**config.mk**
```make
export PLATFORM = sky130hd
export DESIGN_NAME = alu_rr_sched
export DESIGN_NICKNAME = d
export VERILOG_FILES = /design/src/rtl/alu_rr_sched.sv
export SDC_FILE = /design/constraint.sdc
export NUM_CORES = 1
export LEC_CHECK = 0
export ABC_AREA = 0
export ABC_CLOCK_PERIOD_IN_PS = 2790
export CORE_ASPECT_RATIO = 0.7
export CORE_MARGIN = 2
export CORE_UTILIZATION = 45
export CTS_CLUSTER_DIAMETER = 40
export DETAILED_ROUTE_END_ITERATION = 8
export PLACE_DENSITY_LB_ADDON = 0.2
export SLEW_MARGIN = 20
export SYNTH_ARGS = -nofsm -noshare
export SYNTH_HDL_FRONTEND = slang
export SYNTH_SLANG_ARGS = --single-unit
```
**constraint.sdc**
```tcl
create_clock -name clk -period 2.79 [get_ports clk]
set_input_delay 0.837 -clock clk [delete_from_list [all_inputs] [get_ports clk]]
set_output_delay 0.837 -clock clk [all_outputs]
set_load 0.005 [all_outputs]
```
**src/rtl/alu_rr_sched.sv**
```systemverilog
// alu_rr_sched: one 4-bit ALU shared by two requesters.
//
// Arbitration is round-robin, and the valid/ready handshakes are the only flow control.
// An accepted operation is evaluated combinationally in its grant cycle. Its result and
// flags are captured in a one-deep response register, tagged with the requester id.
// Each port also has a saturating grant counter for observability.
//
// Ports:
//   clk, rst_n            clock, asynchronous active-low reset
//   reqN_valid/ready      request handshake for port N (N = 0, 1)
//   reqN_a, reqN_b        4-bit operands for port N
//   reqN_op               3-bit opcode for port N
//   rsp_valid/ready       response handshake
//   rsp_id                requester that issued the held response
//   rsp_result            4-bit ALU result
//   rsp_zero/carry/of     zero, carry/borrow and signed-overflow flags
//   gnt_cnt0, gnt_cnt1    saturating per-port grant counters
module alu_rr_sched #(
   parameter int unsigned CNT_W = 8
) (
   input  logic             clk,
   input  logic             rst_n,
   input  logic             req0_valid,
   output logic             req0_ready,
   input  logic [3:0]       req0_a,
   input  logic [3:0]       req0_b,
   input  logic [2:0]       req0_op,
   input  logic             req1_valid,
   output logic             req1_ready,
   input  logic [3:0]       req1_a,
   input  logic [3:0]       req1_b,
   input  logic [2:0]       req1_op,
   output logic             rsp_valid,
   input  logic             rsp_ready,
   output logic             rsp_id,
   output logic [3:0]       rsp_result,
   output logic             rsp_zero,
   output logic             rsp_carry,
   output logic             rsp_of,
   output logic [CNT_W-1:0] gnt_cnt0,
   output logic [CNT_W-1:0] gnt_cnt1
);

   localparam logic [CNT_W-1:0] CntMax = '1;

   logic             valid_q;
   logic             id_q;
   logic [3:0]       result_q;
   logic             zero_q;
   logic             carry_q;
   logic             of_q;
   logic [CNT_W-1:0] cnt0_q;
   logic [CNT_W-1:0] cnt1_q;
   logic             ptr_q;  // port favoured when both request

   logic       can_accept;
   logic       gnt0;
   logic       gnt1;
   logic [3:0] sel_a;
   logic [3:0] sel_b;
   logic [2:0] sel_op;
   logic [4:0] sum5;
   logic [4:0] diff5;
   logic [3:0] alu_r;
   logic       alu_z;
   logic       alu_c;
   logic       alu_v;

   // The held response can be replaced in the same cycle that it drains.
   assign can_accept = ~valid_q | rsp_ready;

   // A port is granted when it is the sole requester or when it holds priority.
   assign gnt0 = can_accept & req0_valid & (~req1_valid | ~ptr_q);
   assign gnt1 = can_accept & req1_valid & (~req0_valid | ptr_q);

   assign req0_ready = gnt0;
   assign req1_ready = gnt1;

   always_comb begin
      sel_a  = gnt1 ? req1_a  : req0_a;
      sel_b  = gnt1 ? req1_b  : req0_b;
      sel_op = gnt1 ? req1_op : req0_op;
      sum5   = {1'b0, sel_a} + {1'b0, sel_b};
      diff5  = {1'b0, sel_a} - {1'b0, sel_b};
      alu_r  = 4'h0;
      alu_z  = 1'b0;
      alu_c  = 1'b0;
      alu_v  = 1'b0;
      case (sel_op)
         3'b000: begin
            alu_r = sum5[3:0];
            alu_c = sum5[4];
            alu_v = (sel_a[3] == sel_b[3]) & (alu_r[3] != sel_a[3]);
            alu_z = (alu_r == 4'h0);
         end
         3'b001: begin
            alu_r = diff5[3:0];
            alu_c = diff5[4];  // borrow out: set when a < b unsigned
            alu_v = (sel_a[3] != sel_b[3]) & (alu_r[3] != sel_a[3]);
            alu_z = (alu_r == 4'h0);
         end
         3'b010: alu_r = ~sel_a;
         3'b011: alu_r = sel_a & sel_b;
         3'b100: alu_r = sel_a | sel_b;
         3'b101: alu_r = sel_a ^ sel_b;
         3'b110: alu_r = {3'b000, ($signed(sel_a) < $signed(sel_b))};
         3'b111: alu_r = {3'b000, (sel_a == sel_b)};
         default: alu_r = 4'h0;
      endcase
   end

   always_ff @(posedge clk or negedge rst_n) begin
      if (!rst_n) begin
         valid_q  <= 1'b0;
         id_q     <= 1'b0;
         result_q <= 4'h0;
         zero_q   <= 1'b0;
         carry_q  <= 1'b0;
         of_q     <= 1'b0;
         ptr_q    <= 1'b0;
         cnt0_q   <= '0;
         cnt1_q   <= '0;
      end else begin
         if (gnt0 | gnt1) begin
            valid_q  <= 1'b1;
            id_q     <= gnt1;
            result_q <= alu_r;
            zero_q   <= alu_z;
            carry_q  <= alu_c;
            of_q     <= alu_v;
            ptr_q    <= gnt0;  // priority passes to the port that lost
         end else if (rsp_ready) begin
            valid_q <= 1'b0;
         end
         if (gnt0 && cnt0_q != CntMax) begin
            cnt0_q <= cnt0_q + CNT_W'(1);
         end
         if (gnt1 && cnt1_q != CntMax) begin
            cnt1_q <= cnt1_q + CNT_W'(1);
         end
      end
   end

   assign rsp_valid  = valid_q;
   assign rsp_id     = id_q;
   assign rsp_result = result_q;
   assign rsp_zero   = zero_q;
   assign rsp_carry  = carry_q;
   assign rsp_of     = of_q;
   assign gnt_cnt0   = cnt0_q;
   assign gnt_cnt1   = cnt1_q;

endmodule

```
# Word-level counts from Yosys, hierarchy flattened
# Index checks and enable logic that the tools add are counted.
# word_totals
ff_bits,26
inputBits,27
out_inout_bits,27
wordCells,61
# classes
addsub,4
magnitude_cmp,1
eq_ne,14
muxes,9
n_bitwise,18
reduce_logical,6
# op_table
cell,count
$pmux 4 s8,1
$add 8x1->8 const B,2
$ne 8x8->1 const B,2
$eq 3x3->1 const B,4
$logic_not 4->1,2
$mux 4,2
$and 1x1->1,6
$eq 3x2->1 const B,2
$pmux 1 s2,3
$add 4x4->5,1
$sub 4x4->5,1
$and 4x4->4,1
$eq 4x4->1,1
$lt 4x4->1,1
$not 1->1,4
$not 4->4,1
$or 1x1->1,4
$or 4x4->4,1
$xor 4x4->4,1
$eq 3x1->1 const B,1
$logic_not 3->1,1
$mux 3,1
$ne 1x1->1,3
$logic_and 1x1->1,2
3 further kinds,4

# Logic depth before layout (Yosys ltp)
# logic_depth
depth_word,9
ltp_mapped,15

# Least setup slack after synthesis
# OpenSTA, ideal clock, no wires.
# synth_path
kind,input port to flip-flop
from,input port rsp_ready
to,register result_q[0] (netlist: rsp_result[0])
t_arrival_ps,3334
required_ps,2702
slack_ps,-633
cell_stages,15
n_path_buf,2
path_cell_list,nand2b_4 > nand3_4 > buf_2 > buf_2 > mux2_2 > inv_1 > ha_1 > inv_1 > fa_1 > nor2b_1 > nor4_1 > a21oi_1 > mux2i_1 > nand3_1 > a41oi_1
# synth_via
elab_chain_cells,6
elab_cells_between_ends,26
classes_between,add/sub: 2; order compare: 1; eq/ne: 8; mux: 4; bitwise: 10; reduce/logical: 1
# synth_rtl
item,line,text
"start, declared",34,"input logic rsp_ready,"
$or 1x1->1 (*),70,assign can_accept = ~valid_q | rsp_ready;
$and 1x1->1 (2 in a row),74,assign gnt1 = can_accept & req1_valid & (~req0_valid | ptr_q);
"$mux 4, or another cell as far along",80,sel_a = gnt1 ? req1_a : req0_a;
"$sub 4x4->5, or another cell as far along",84,"diff5 = {1'b0, sel_a} - {1'b0, sel_b};"
$pmux 4 s8,89,case (sel_op)
"end signal, assigned",127,result_q <= alu_r;
"end, declared",48,logic [3:0] result_q;
# Mark *: on every way between the ends. The rest lies on a longest branch, timed or not.
# A chain may end at the register's enable or synchronous reset.

# Worst setup path in the final report
# layout_path
from,input port rsp_ready
to,register result_q[1] (netlist: rsp_result[1])
# layout_via
elab_chain_cells,6
elab_cells_between_ends,24
classes_between,add/sub: 2; eq/ne: 7; mux: 4; bitwise: 10; reduce/logical: 1
# layout_rtl
item,line
$or 1x1->1 (*),70
$and 1x1->1 (2 in a row),74
"$mux 4, or another cell as far along",80
"$sub 4x4->5, or another cell as far along",84
$pmux 4 s8,89
# Marks and branches as above.

==> flow_summary.toml <==
[drt]
ant_nets = 0
vias = 2089
drc = 0
routed_wl_mm = 6.22
firstDrtPassIters = 4
drtIter0Drc = 127
vias_per_cell = 5.50
wl_per_cell_microns = 16.4

[power_and_ir_drop]
p_leak_nw = 1.49
power.density_mw_per_mm2 = 567
total_power_mw = 1.89
max-vdd-ir-drop_v = 0.000563

[synthesis]
synthXorXnorAreaFrac_pct = 8.23
syn_inst = 219
yosys_warnings = 0
syn-cell-area_sq_mm = 0.00213
muxShareOfSynthArea_pct = 9.05
synth_top_family_by_area = "simple AND/OR/NAND/NOR gates"
synth_compound_area_share_pct = 17.8
ys_seq_area_share_pct = 30.6
synth-simple-area-share_pct = 19.6
synthAdderAreaFrac_pct = 10.7
ys_ff_latch = 26
synthArstFlopShare_pct = 100
ys_types = 57
postSynthAreaPerCell_sq_um = 9.72
synth_edf_count = 0
synth_nets = 263
ys.flop_type = "dfrtp_1"

[sta]
rsz0062_at_grt = "yes"
period_share_pct = 99.7
slew_viol_final = 0
setup_viol = 0
fmax_mhz = 359
clock_skew_ns = 0.00212
tns_ns = 0
post-route-min-period_ns = 2.78
slew_headroom_pct = 71.4
worst_slew_pin_slew_ns = 0.427
hold_ws_ns = 0.493
fin_ws_ns = 0.00717
hold_viol = 0

[layout]
syn_to_final_growth_pct = 56.7
drive_gt1_share_pct = 32.9
fin_area_sq_mm = 0.00334
nets = 370
n_fill_cell = 331
final_cell_mix = "buf_4, clkdlybuf4s50_1, nand2_1, dfrtp_1, xnor2_1"
antenna_cells = 0
final_common_cell = "buf_4"

[grt]
grt_pass1_wl_mm = 9.77
first_global_vias = 1937
grt_use_met2_pct = 36.4
track_usage_pct = 24.1
antenna_found_initial = 0
top_usage_layer = "met1"
met1_usage_pct = 37.2
grt_overflow = 0
grt_max_degree = 27
grt_util_met3_pct = 4.02

[worst_setup_path]
r2r-end = "rsp_result[1]$_DFFE_PN0P_"
path_buf_inv = 3
crit_path_cell_trace = "buf_6 -> nand2b_4 -> nand3_4 -> clkinvlp_4 -> nand2_2 -> nand2_4 -> ha_4 -> inv_2 -> fa_2 -> a221oi_2 -> o221ai_1 -> o221a_1"
required_ns = 2.95
r2r_start = "ptr_q$_DFFE_PN0P_"
reg2reg_depth = 11
worstSetupEndpointType = "flip-flop"
arrival_ns = 2.94
startpoint_type = "input pin"
worstSetupPathType = "in -> reg"
critPathTopFamily = "compound AO/OA/AOI/OAI gates"
r2r_slack_ns = 0.20
critPathMaxFanout = 6
crit_path_max_incr_delay_ns = 0.43
critPathSlowestCell = "fa_2"

[clock_network]
cts_tree = "built"
clock-root-buffer = "clkbuf_8"
htree_levels = 1
clk_latency_ns = 0.27
cts_buffers = 3
clock-sinks = 26
path_clk_slew_ns = 0.09
clock_path_buffers = 2

[floorplan]
dieWidth_microns = 86.2
ioPinCount = 54
dieArea_sq_mm = 0.00531
initial_core_util_pct = 47.8
die_h_microns = 61.6
rows = 20
core-area_sq_mm = 0.00445

[place]
place_ws_ns = -0.742
dp_hpwl_mm = 4.75
io_buffers = 53
routabilityCongestion = 0.929
post_dp_cell_area_sq_mm = 0.00311

[hold_path]
min-delay-start = "rsp_id$_DFFE_PN0P_"
hold_path_class = "reg -> reg"
hold_depth = 2
min_to = "rsp_id$_DFFE_PN0P_"

[run]
max_cap_viol_count = 0

[status]
status = "finished clean"
registers in the layout, summed over array words and instances (netlist names):
signal	flops
gnt_cnt0	8
gnt_cnt1	8
ptr_q	1
rsp_carry	1
rsp_id	1
rsp_of	1
rsp_result	4
rsp_valid	1
rsp_zero	1
worst register-to-register path, stage by stage (launching register included):
cell and delay, ns:
dfrtp_1 0.42, nand2b_4 0.16, nand3_4 0.14, clkinvlp_4 0.21, nand2_2 0.15, nand2_4 0.07
ha_4 0.17, inv_2 0.06, fa_2 0.43, a221oi_2 0.26, o221ai_1 0.16, o221a_1 0.25
cells by family after synthesis:
logic type      Yosys count
simple gates             79
fa+ha+maj                17
buf+inv                  19
mux                      16
xor+xnor                 20
flops                    26
compound gates           42
cell type report:
| type | count | area [sq um] | area share (%) |
|---|---|---|---|
| multi-input cells | 174 | 1560 | 46.8 |
| repair buffers | 107 | 942 | 28.2 |
| flip-flops and latches | 26 | 651 | 19.5 |
| well taps | 55 | 68.8 | 2.06 |
| inverters | 14 | 58.8 | 1.76 |
| clock buffers | 4 | 55.1 | 1.65 |
layer usage:
metal  vias up  part of all wire [%]
li1       1004                     -
met5         -                     0
met3         4                   6.1
met2        77                    44
met4         0                  0.40
met1      1004                    49
per-stage QoR:
| stage | utilization, % | cells |
|---|---|---|
| detailed placement | 69.7 | 371 |
| CTS | 73.7 | 380 |
| finish | 74.9 | 380 |
| global route | 74.9 | 380 |
| global placement | 69.7 | 371 |
| floorplan | - | 219 |
cell usage after synthesis, types with 3 or more instances:
cell      instances  share of area (%)
nand2_1          30                5.3
dfrtp_1          26                 31
ha_1             15                8.8
inv_1            14                2.5
xnor2_1          13                5.3
nand2b_1         11                3.2
a21oi_1           8                1.9
nor2_1            8                1.4
xor2_1            7                2.9
mux2i_1           6                2.8
mux2_2            5                2.6
nand4_1           5                1.5
nor3_1            5                1.2
and3_1            4                1.2
nand3_1           4               0.94
buf_2             3               0.70
power by group:
| group | internal (mW) | total (mW) | switching [mW] | leakage (nW) |
|---|---|---|---|---|
| clock network | 0.126 | 0.241 | 0.115 | 0.0288 |
| logic | 0.608 | 1.04 | 0.433 | 1.13 |
| registers | 0.488 | 0.610 | 0.123 | 0.325 |
| total | 1.22 | 1.89 | 0.670 | 1.49 |
worst max path at each step:
stage | to | from | cells after the start | slack [ns]
after global placement | rsp_result[3]$_DFFE_PN0P_ | req0_valid | 12 | -0.74
final | rsp_result[1]$_DFFE_PN0P_ | rsp_ready | 12 | 0.007
after global routing | rsp_result[0]$_DFFE_PN0P_ | rsp_ready | 11 | -0.04
after floorplan | rsp_result[0]$_DFFE_PN0P_ | rsp_ready | 15 | -0.30
after detailed placement | rsp_result[3]$_DFFE_PN0P_ | req0_valid | 12 | -0.74
after CTS | rsp_result[0]$_DFFE_PN0P_ | rsp_ready | 14 | -0.13
timing repair:
| item | CTS | global route |
|---|---|---|
| pin swaps | 9 | 10 |
| setup endpoints to repair | 9 | 6 |
| setup buffers | 5 | 1 |
| resized for setup | 31 | 15 |
| hold buffers | 0 | 0 |
No activity file was read; power rests on OpenSTA's default activity.
